--- config.mk ---
export PLATFORM = sky130hd
export DESIGN_NAME = multicycle_ctrl
export DESIGN_NICKNAME = d
export VERILOG_FILES = /design/src/rtl/multicycle_ctrl_pkg.sv /design/src/rtl/multicycle_ctrl_instr_decode.sv /design/src/rtl/multicycle_ctrl.sv
export SDC_FILE = /design/constraint.sdc
export NUM_CORES = 1
export LEC_CHECK = 0
export BUFFER_PORTS_ARGS = -buffer_cell sky130_fd_sc_hd__buf_2
export CELL_PAD_IN_SITES_DETAIL_PLACEMENT = 0
export CELL_PAD_IN_SITES_GLOBAL_PLACEMENT = 1
export CORE_ASPECT_RATIO = 2
export CORE_UTILIZATION = 41
export CTS_CLUSTER_SIZE = 12
export DETAILED_ROUTE_END_ITERATION = 12
export GPL_TIMING_DRIVEN = 1
export PLACE_DENSITY = 0.91
export SETUP_SLACK_MARGIN = 0.05
export SYNTH_ARGS = -nofsm -noshare
export SYNTH_HDL_FRONTEND = slang
export SYNTH_SLANG_ARGS = --single-unit
--- constraint.sdc ---
create_clock -name Clk -period 5.2 [get_ports Clk]
set_input_delay 0.78 -clock Clk [delete_from_list [all_inputs] [get_ports Clk]]
set_output_delay 0.78 -clock Clk [all_outputs]
set_load 0.02 [all_outputs]
--- src/rtl/multicycle_ctrl_pkg.sv ---
// Shared definitions for the HighRISC multi-cycle controller: widths, opcodes,
// mux select codes, FSM states and the registered decode payload.
package multicycle_ctrl_pkg;

  localparam int unsigned OP_W    = 3;
  localparam int unsigned FUNC_W  = 2;
  localparam int unsigned ALUOP_W = 4;
  localparam int unsigned SEL_W   = 2;
  localparam int unsigned CLS_W   = 3;

  typedef enum logic [ALUOP_W-1:0] {
    ALU_ADD  = 4'd0,
    ALU_SUB  = 4'd1,
    ALU_AND  = 4'd2,
    ALU_OR   = 4'd3,
    ALU_XOR  = 4'd4,
    ALU_SRL  = 4'd5,
    ALU_SLL  = 4'd6,
    ALU_XORR = 4'd7,
    ALU_BEQ  = 4'd8,
    ALU_BNE  = 4'd9,
    ALU_BLT  = 4'd10,
    ALU_NOP  = 4'd11
  } op_mne;

  typedef enum logic [2:0] {
    S_IDLE, S_FETCH, S_DECODE, S_EXEC, S_MEM, S_WB, S_HALT, S_FAULT
  } ctrl_state_t;

  typedef enum logic [CLS_W-1:0] {
    CLS_RTYPE, CLS_SET, CLS_MOV, CLS_LOAD, CLS_STORE, CLS_BRANCH, CLS_NOP, CLS_HALT
  } instr_class_t;

  localparam logic [OP_W-1:0] OP_RTYPE0 = 3'b000;
  localparam logic [OP_W-1:0] OP_RTYPE1 = 3'b001;
  localparam logic [OP_W-1:0] OP_LOAD   = 3'b010;
  localparam logic [OP_W-1:0] OP_STORE  = 3'b011;
  localparam logic [OP_W-1:0] OP_SET    = 3'b100;
  localparam logic [OP_W-1:0] OP_BRANCH = 3'b101;
  localparam logic [OP_W-1:0] OP_MOV    = 3'b110;
  localparam logic [OP_W-1:0] OP_HALT   = 3'b111;

  localparam logic [SEL_W-1:0] SEL_RF_RD    = 2'b00;
  localparam logic [SEL_W-1:0] SEL_RF_ALT1  = 2'b01;
  localparam logic [SEL_W-1:0] SEL_RF_ALT2  = 2'b10;
  localparam logic [SEL_W-1:0] SEL_RF_R15   = 2'b11;
  localparam logic [SEL_W-1:0] SEL_DATA_SET = 2'b00;
  localparam logic [SEL_W-1:0] SEL_DATA_MOV = 2'b01;
  localparam logic [SEL_W-1:0] SEL_DATA_ALU = 2'b10;
  localparam logic [SEL_W-1:0] SEL_DATA_MEM = 2'b11;

  typedef struct packed {
    instr_class_t       cls;
    op_mne              alu_op;
    logic [SEL_W-1:0]   data_sel;
    logic [SEL_W-1:0]   reg_sel;
    logic [SEL_W-1:0]   rd_sel;
  } decode_t;

endpackage

--- src/rtl/multicycle_ctrl_instr_decode.sv ---
// Combinational instruction decoder: IR opcode/function/mov fields to
// instruction class, ALU operation and datapath mux selects.
module instr_decode
  import multicycle_ctrl_pkg::*;
(
  input  logic [OP_W-1:0]    op_code,
  input  logic [FUNC_W-1:0]  func,
  input  logic               mov_func,
  output logic [CLS_W-1:0]   cls,
  output logic [ALUOP_W-1:0] alu_op,
  output logic [SEL_W-1:0]   data_sel,
  output logic [SEL_W-1:0]   reg_sel,
  output logic [SEL_W-1:0]   rd_sel
);

  instr_class_t c;
  op_mne        a;

  always_comb begin
    c        = CLS_RTYPE;
    a        = ALU_ADD;
    data_sel = SEL_DATA_SET;
    reg_sel  = SEL_RF_RD;
    rd_sel   = SEL_RF_RD;
    unique case (op_code)
      OP_RTYPE0: begin
        data_sel = SEL_DATA_ALU;
        unique case (func)
          2'b00: a = ALU_ADD;
          2'b01: a = ALU_SUB;
          2'b10: a = ALU_AND;
          2'b11: a = ALU_OR;
        endcase
      end
      OP_RTYPE1: begin
        data_sel = SEL_DATA_ALU;
        unique case (func)
          2'b00: a = ALU_XOR;
          2'b01: a = ALU_SRL;
          2'b10: a = ALU_SLL;
          2'b11: a = ALU_XORR;
        endcase
      end
      OP_LOAD: begin
        c        = CLS_LOAD;
        reg_sel  = SEL_RF_R15;
        data_sel = SEL_DATA_MEM;
      end
      OP_STORE: c = CLS_STORE;
      OP_SET: begin
        c       = CLS_SET;
        reg_sel = SEL_RF_ALT1;
      end
      OP_BRANCH: begin
        c = CLS_BRANCH;
        unique case (func)
          2'b00: a = ALU_BEQ;
          2'b01: a = ALU_BNE;
          2'b10: a = ALU_BLT;
          2'b11: begin
            c = CLS_NOP;
            a = ALU_NOP;
          end
        endcase
      end
      OP_MOV: begin
        c        = CLS_MOV;
        data_sel = SEL_DATA_MOV;
        reg_sel  = mov_func ? SEL_RF_ALT1 : SEL_RF_ALT2;
        rd_sel   = mov_func ? SEL_RF_ALT1 : SEL_RF_ALT2;
      end
      OP_HALT: c = CLS_HALT;
    endcase
  end

  assign cls    = c;
  assign alu_op = a;

endmodule

--- src/rtl/multicycle_ctrl.sv ---
// Multi-cycle HighRISC control FSM: FETCH/DECODE/EXEC/MEM/WB sequencing with a
// bounded data-memory wait, HALT/Start/Ack handshake and a sticky fault state.
module multicycle_ctrl
  import multicycle_ctrl_pkg::*;
#(
  parameter int unsigned TIMEOUT = 16
) (
  input  logic               Clk,
  input  logic               Reset,
  input  logic               Start,
  input  logic [OP_W-1:0]    op_code,
  input  logic [FUNC_W-1:0]  func,
  input  logic               movFunc,
  input  logic               mem_ready,
  output logic               Branch,
  output logic               MemRead,
  output logic               MemWrite,
  output logic               RegWrite,
  output logic               PCWrite,
  output logic               IRWrite,
  output logic               mem_req,
  output logic [SEL_W-1:0]   dataSelect,
  output logic [SEL_W-1:0]   regSelect,
  output logic [SEL_W-1:0]   readRegSelect,
  output logic [ALUOP_W-1:0] ALUOp,
  output logic               Ack,
  output logic               fault
);

  localparam int unsigned CNT_W = (TIMEOUT > 0) ? $clog2(TIMEOUT + 1) : 1;
  localparam logic [CNT_W-1:0] CNT_LAST = (TIMEOUT > 0) ? CNT_W'(TIMEOUT - 1) : '0;
  localparam logic [CNT_W-1:0] CNT_MAX  = '1;

  ctrl_state_t        state, state_nxt;
  decode_t            dec_q, dec_d;
  logic [CNT_W-1:0]   wait_cnt;
  logic               timeout_hit;
  logic               drive_dp;

  logic [CLS_W-1:0]   dec_cls;
  logic [ALUOP_W-1:0] dec_alu;

  instr_decode u_decode (
    .op_code  (op_code),
    .func     (func),
    .mov_func (movFunc),
    .cls      (dec_cls),
    .alu_op   (dec_alu),
    .data_sel (dec_d.data_sel),
    .reg_sel  (dec_d.reg_sel),
    .rd_sel   (dec_d.rd_sel)
  );

  assign dec_d.cls    = instr_class_t'(dec_cls);
  assign dec_d.alu_op = op_mne'(dec_alu);

  // The last allowed empty MEM cycle is the one where the count would reach TIMEOUT.
  assign timeout_hit = (TIMEOUT != 0) && (wait_cnt == CNT_LAST);

  always_ff @(posedge Clk) begin
    if (Reset) begin
      state    <= S_IDLE;
      dec_q    <= '0;
      wait_cnt <= '0;
    end else begin
      state <= state_nxt;
      if (state == S_DECODE) dec_q <= dec_d;
      // MEM is only ever entered from EXEC, so clearing there clears on entry.
      if (state == S_EXEC) begin
        wait_cnt <= '0;
      end else if (state == S_MEM && !mem_ready && wait_cnt != CNT_MAX) begin
        wait_cnt <= wait_cnt + CNT_W'(1);
      end
    end
  end

  always_comb begin
    state_nxt     = state;
    Branch        = 1'b0;
    MemRead       = 1'b0;
    MemWrite      = 1'b0;
    RegWrite      = 1'b0;
    PCWrite       = 1'b0;
    IRWrite       = 1'b0;
    mem_req       = 1'b0;
    Ack           = 1'b0;
    fault         = 1'b0;
    dataSelect    = '0;
    regSelect     = '0;
    readRegSelect = '0;
    ALUOp         = '0;
    drive_dp      = 1'b0;
    unique case (state)
      S_IDLE: if (Start) state_nxt = S_FETCH;
      S_FETCH: begin
        IRWrite   = 1'b1;
        state_nxt = S_DECODE;
      end
      S_DECODE: state_nxt = (dec_d.cls == CLS_HALT) ? S_HALT : S_EXEC;
      S_EXEC: begin
        drive_dp = 1'b1;
        unique case (dec_q.cls)
          CLS_LOAD, CLS_STORE: state_nxt = S_MEM;
          CLS_BRANCH: begin
            Branch    = 1'b1;
            PCWrite   = 1'b1;
            state_nxt = S_FETCH;
          end
          CLS_NOP: begin
            PCWrite   = 1'b1;
            state_nxt = S_FETCH;
          end
          default: state_nxt = S_WB;
        endcase
      end
      S_MEM: begin
        drive_dp = 1'b1;
        mem_req  = 1'b1;
        MemRead  = (dec_q.cls == CLS_LOAD);
        MemWrite = (dec_q.cls == CLS_STORE);
        // A completing access takes priority over an expiring timeout.
        if (mem_ready) begin
          if (dec_q.cls == CLS_LOAD) begin
            state_nxt = S_WB;
          end else begin
            PCWrite   = 1'b1;
            state_nxt = S_FETCH;
          end
        end else if (timeout_hit) begin
          state_nxt = S_FAULT;
        end
      end
      S_WB: begin
        drive_dp  = 1'b1;
        RegWrite  = 1'b1;
        PCWrite   = 1'b1;
        state_nxt = S_FETCH;
      end
      S_HALT: begin
        Ack = 1'b1;
        if (!Start) state_nxt = S_IDLE;
      end
      S_FAULT: fault = 1'b1;
      default: state_nxt = S_IDLE;
    endcase
    if (drive_dp) begin
      ALUOp         = dec_q.alu_op;
      dataSelect    = dec_q.data_sel;
      regSelect     = dec_q.reg_sel;
      readRegSelect = dec_q.rd_sel;
    end
  end

endmodule

==> reports/metrics.yaml <==
status: "finished, final reports clean"
pin_count: 29
worst_clock_skew_ns: 0.00437
drive_gt1_frac: 0.189
r2r_slack_ns: 3.00
cts_setup_buffers: 0
rr_startpoint: "state[1]$_SDFFE_PP0P_"
layout_min_cycle_time_ns: 3.03
nets: 200
hp-class: "flop to flop"
routed_wl_mm: 2.91
grt_setup_unrepaired: "no"
num_vias: 1215
syn_inst: 163
rr_endpoint: "state[2]$_SDFFE_PP0P_"
clockBufferDepth: 2
maxSlewViolCount: 0
peakVddDrop_mv: 0.209
cts_tree: "done"
antenna_left: 0
grt_max_degree: 21
place_ws_ns: 2.43
fillers: 308
die_x_um: 41.4
drt_iter0_drc: 27
ys_ff_latch: 21
p_per_area_nw_per_um2: 412
cts_hold_buffers: 0
critPathRequiredTime_ns: 4.42
r2r_cells: 6
hold_violations: 0
drc: 0
start_kind: "flop"
mostFrequentLayoutCells: "buf_2 (28), nor2_1 (23), dfxtp_1 (21)"
num_antenna_cells: 0
synth.cell_area_sq_um: 1270
vias_per_cell: 5.65
critPathArrivalTime_ns: 2.25
worstMarginPinSlew_ns: 0.663
ys_warn_count: 0
slowest_stage: "dfxtp_1"
maxCapViolCount: 0
core_area_sq_um: 2940
totalPowerFinal_mw: 0.597
initial_core_util: 0.433
place_hpwl_mm: 2.23
worstSetupPathType: "flop to output port"
clk_pin_slew_ns: 0.08
grt_pass1_wl_mm: 4.79
wl_per_cell_um: 13.5
synth_edf_count: 0
finalSetupViolCount: 0
timing.fmax_ghz: 0.330
antenna_found_initial: 0
setup_tns_ns: 0
clock_latency_ns: 0.26
cts_buffers: 3
syn-num-nets: 177
yosysSeqAreaShare: 0.330
syn_avg_cell_area_sq_um: 7.82
mostFrequentLayoutCell: "buf_2"
cp-end-kind: "output port"
die_area_sq_um: 3350
cpPeakStageDelay_ns: 0.58
gp_congestion: 0.799
first_pass_iters: 4
grt_pass1_vias: 1156
hold_end: "dec_q[8]$_SDFFE_PP0P_"
portBuffers: 28
p_leak_nw: 0.614
fin_hold_ws_ns: 0.454
post_cts_resized: 0
cts_sinks: 21
grt-ovfl-total: 0
track_usage: 0.181
async_reset_ff_frac: 0
worstHoldStart: "dec_q[8]$_SDFFE_PP0P_"
synth-main-ff-cell: "dfxtp_1"
die_y_um: 80.9
ys_types: 40
rows: 28
slew_headroom: 0.558
htree_levels: 1
root_buffer: "clkbuf_8"
worstPathCellList: "clkinv_1, ha_1, nor2_1, nor2b_1, buf_2"
setup_ws_ns: 2.17
hold_depth: 2
worstPathMaxFanout: 13
syn_to_final_growth_pct: 13.6
min_period_over_period: 0.583
report_power, final:
| part | internal (mW) | switching, mW | leakage, nW |
|---|---|---|---|
| Combinational | 0.0969 | 0.150 | 0.418 |
| Sequential | 0.186 | 0.0584 | 0.170 |
| Clock | 0.0533 | 0.0525 | 0.0255 |
worst max-delay path: cells and delay by family (launching register included):
kind / cells / cell delay [ns]
adders and majority gates: 1 / 0.29
buffers and inverters: 2 / 0.49
DFF: 1 / 0.58
and+or+nand+nor: 2 / 0.63
kinds of logic (layout without fill, tap and decap cells):
group                      count (synthesis)  count (layout)  synth area share
and+or+nand+nor                           79              79             0.330
AOI/OAI and AO/OA                         39              39             0.217
xor gates and xnor gates                   4               4            0.0275
buffers and inverters                     16              38            0.0569
DFF                                       21              21             0.330
adders and majority gates                  4               4            0.0393
routing by layer:
metal,vias to the layer above,global-route usage,routed length [um]
li1,621,-,-
met1,562,0.172,1130
met2,28,0.361,1640
met3,4,0.0200,99
met4,0,0.100,42
met5,-,0,0
synth_stat cells (5+ instances only):
library cell	n	share of area
nand2_1	11	0.032
dfxtp_1	21	0.33
nor3b_1	6	0.035
a21oi_1	15	0.059
nor2_1	23	0.068
nand3_1	7	0.027
clkbuf_1	5	0.015
nor2b_1	10	0.049
inv_1	5	0.015
state kept, by name (all words and copies together) (netlist names):
signal	count
dec_q	13
state	3
wait_cnt	5
metrics by stage:
stage	std cells	area (sq um)	util
3_5_place_dp	211	1400	0.477
2_1_floorplan	163	1270	-
4_1_cts	215	1450	0.492
5_1_grt	215	1450	0.492
6_report	215	1450	0.492
3_3_place_gp	211	1400	0.477
final cells by class:
type                            instances  area (sq um)  area share
Inverter                                6          22.5      0.0155
Sequential cell                        21           420       0.290
Clock inverter                          1          5.00     0.00345
Tap cell                               30          37.5      0.0259
Timing Repair Buffer                   28           140      0.0967
Multi-Input combinational cell        126           782       0.540
Clock buffer                            3          41.3      0.0285
worst max-delay path by stage:
stage | start | endpoint | slack, ns | cells after the start
floorplan | state[1]$_SDFFE_PP0P_ | ALUOp[0] | 2.94 | 5
global placement | state[1]$_SDFFE_PP0P_ | ALUOp[3] | 2.52 | 5
detailed placement | state[1]$_SDFFE_PP0P_ | ALUOp[3] | 2.43 | 5
CTS | state[1]$_SDFFE_PP0P_ | ALUOp[3] | 2.13 | 5
global route | state[1]$_SDFFE_PP0P_ | ALUOp[3] | 1.93 | 5
finish | state[1]$_SDFFE_PP0P_ | regSelect[0] | 2.17 | 5
Power figures use the tool's default switching activity.
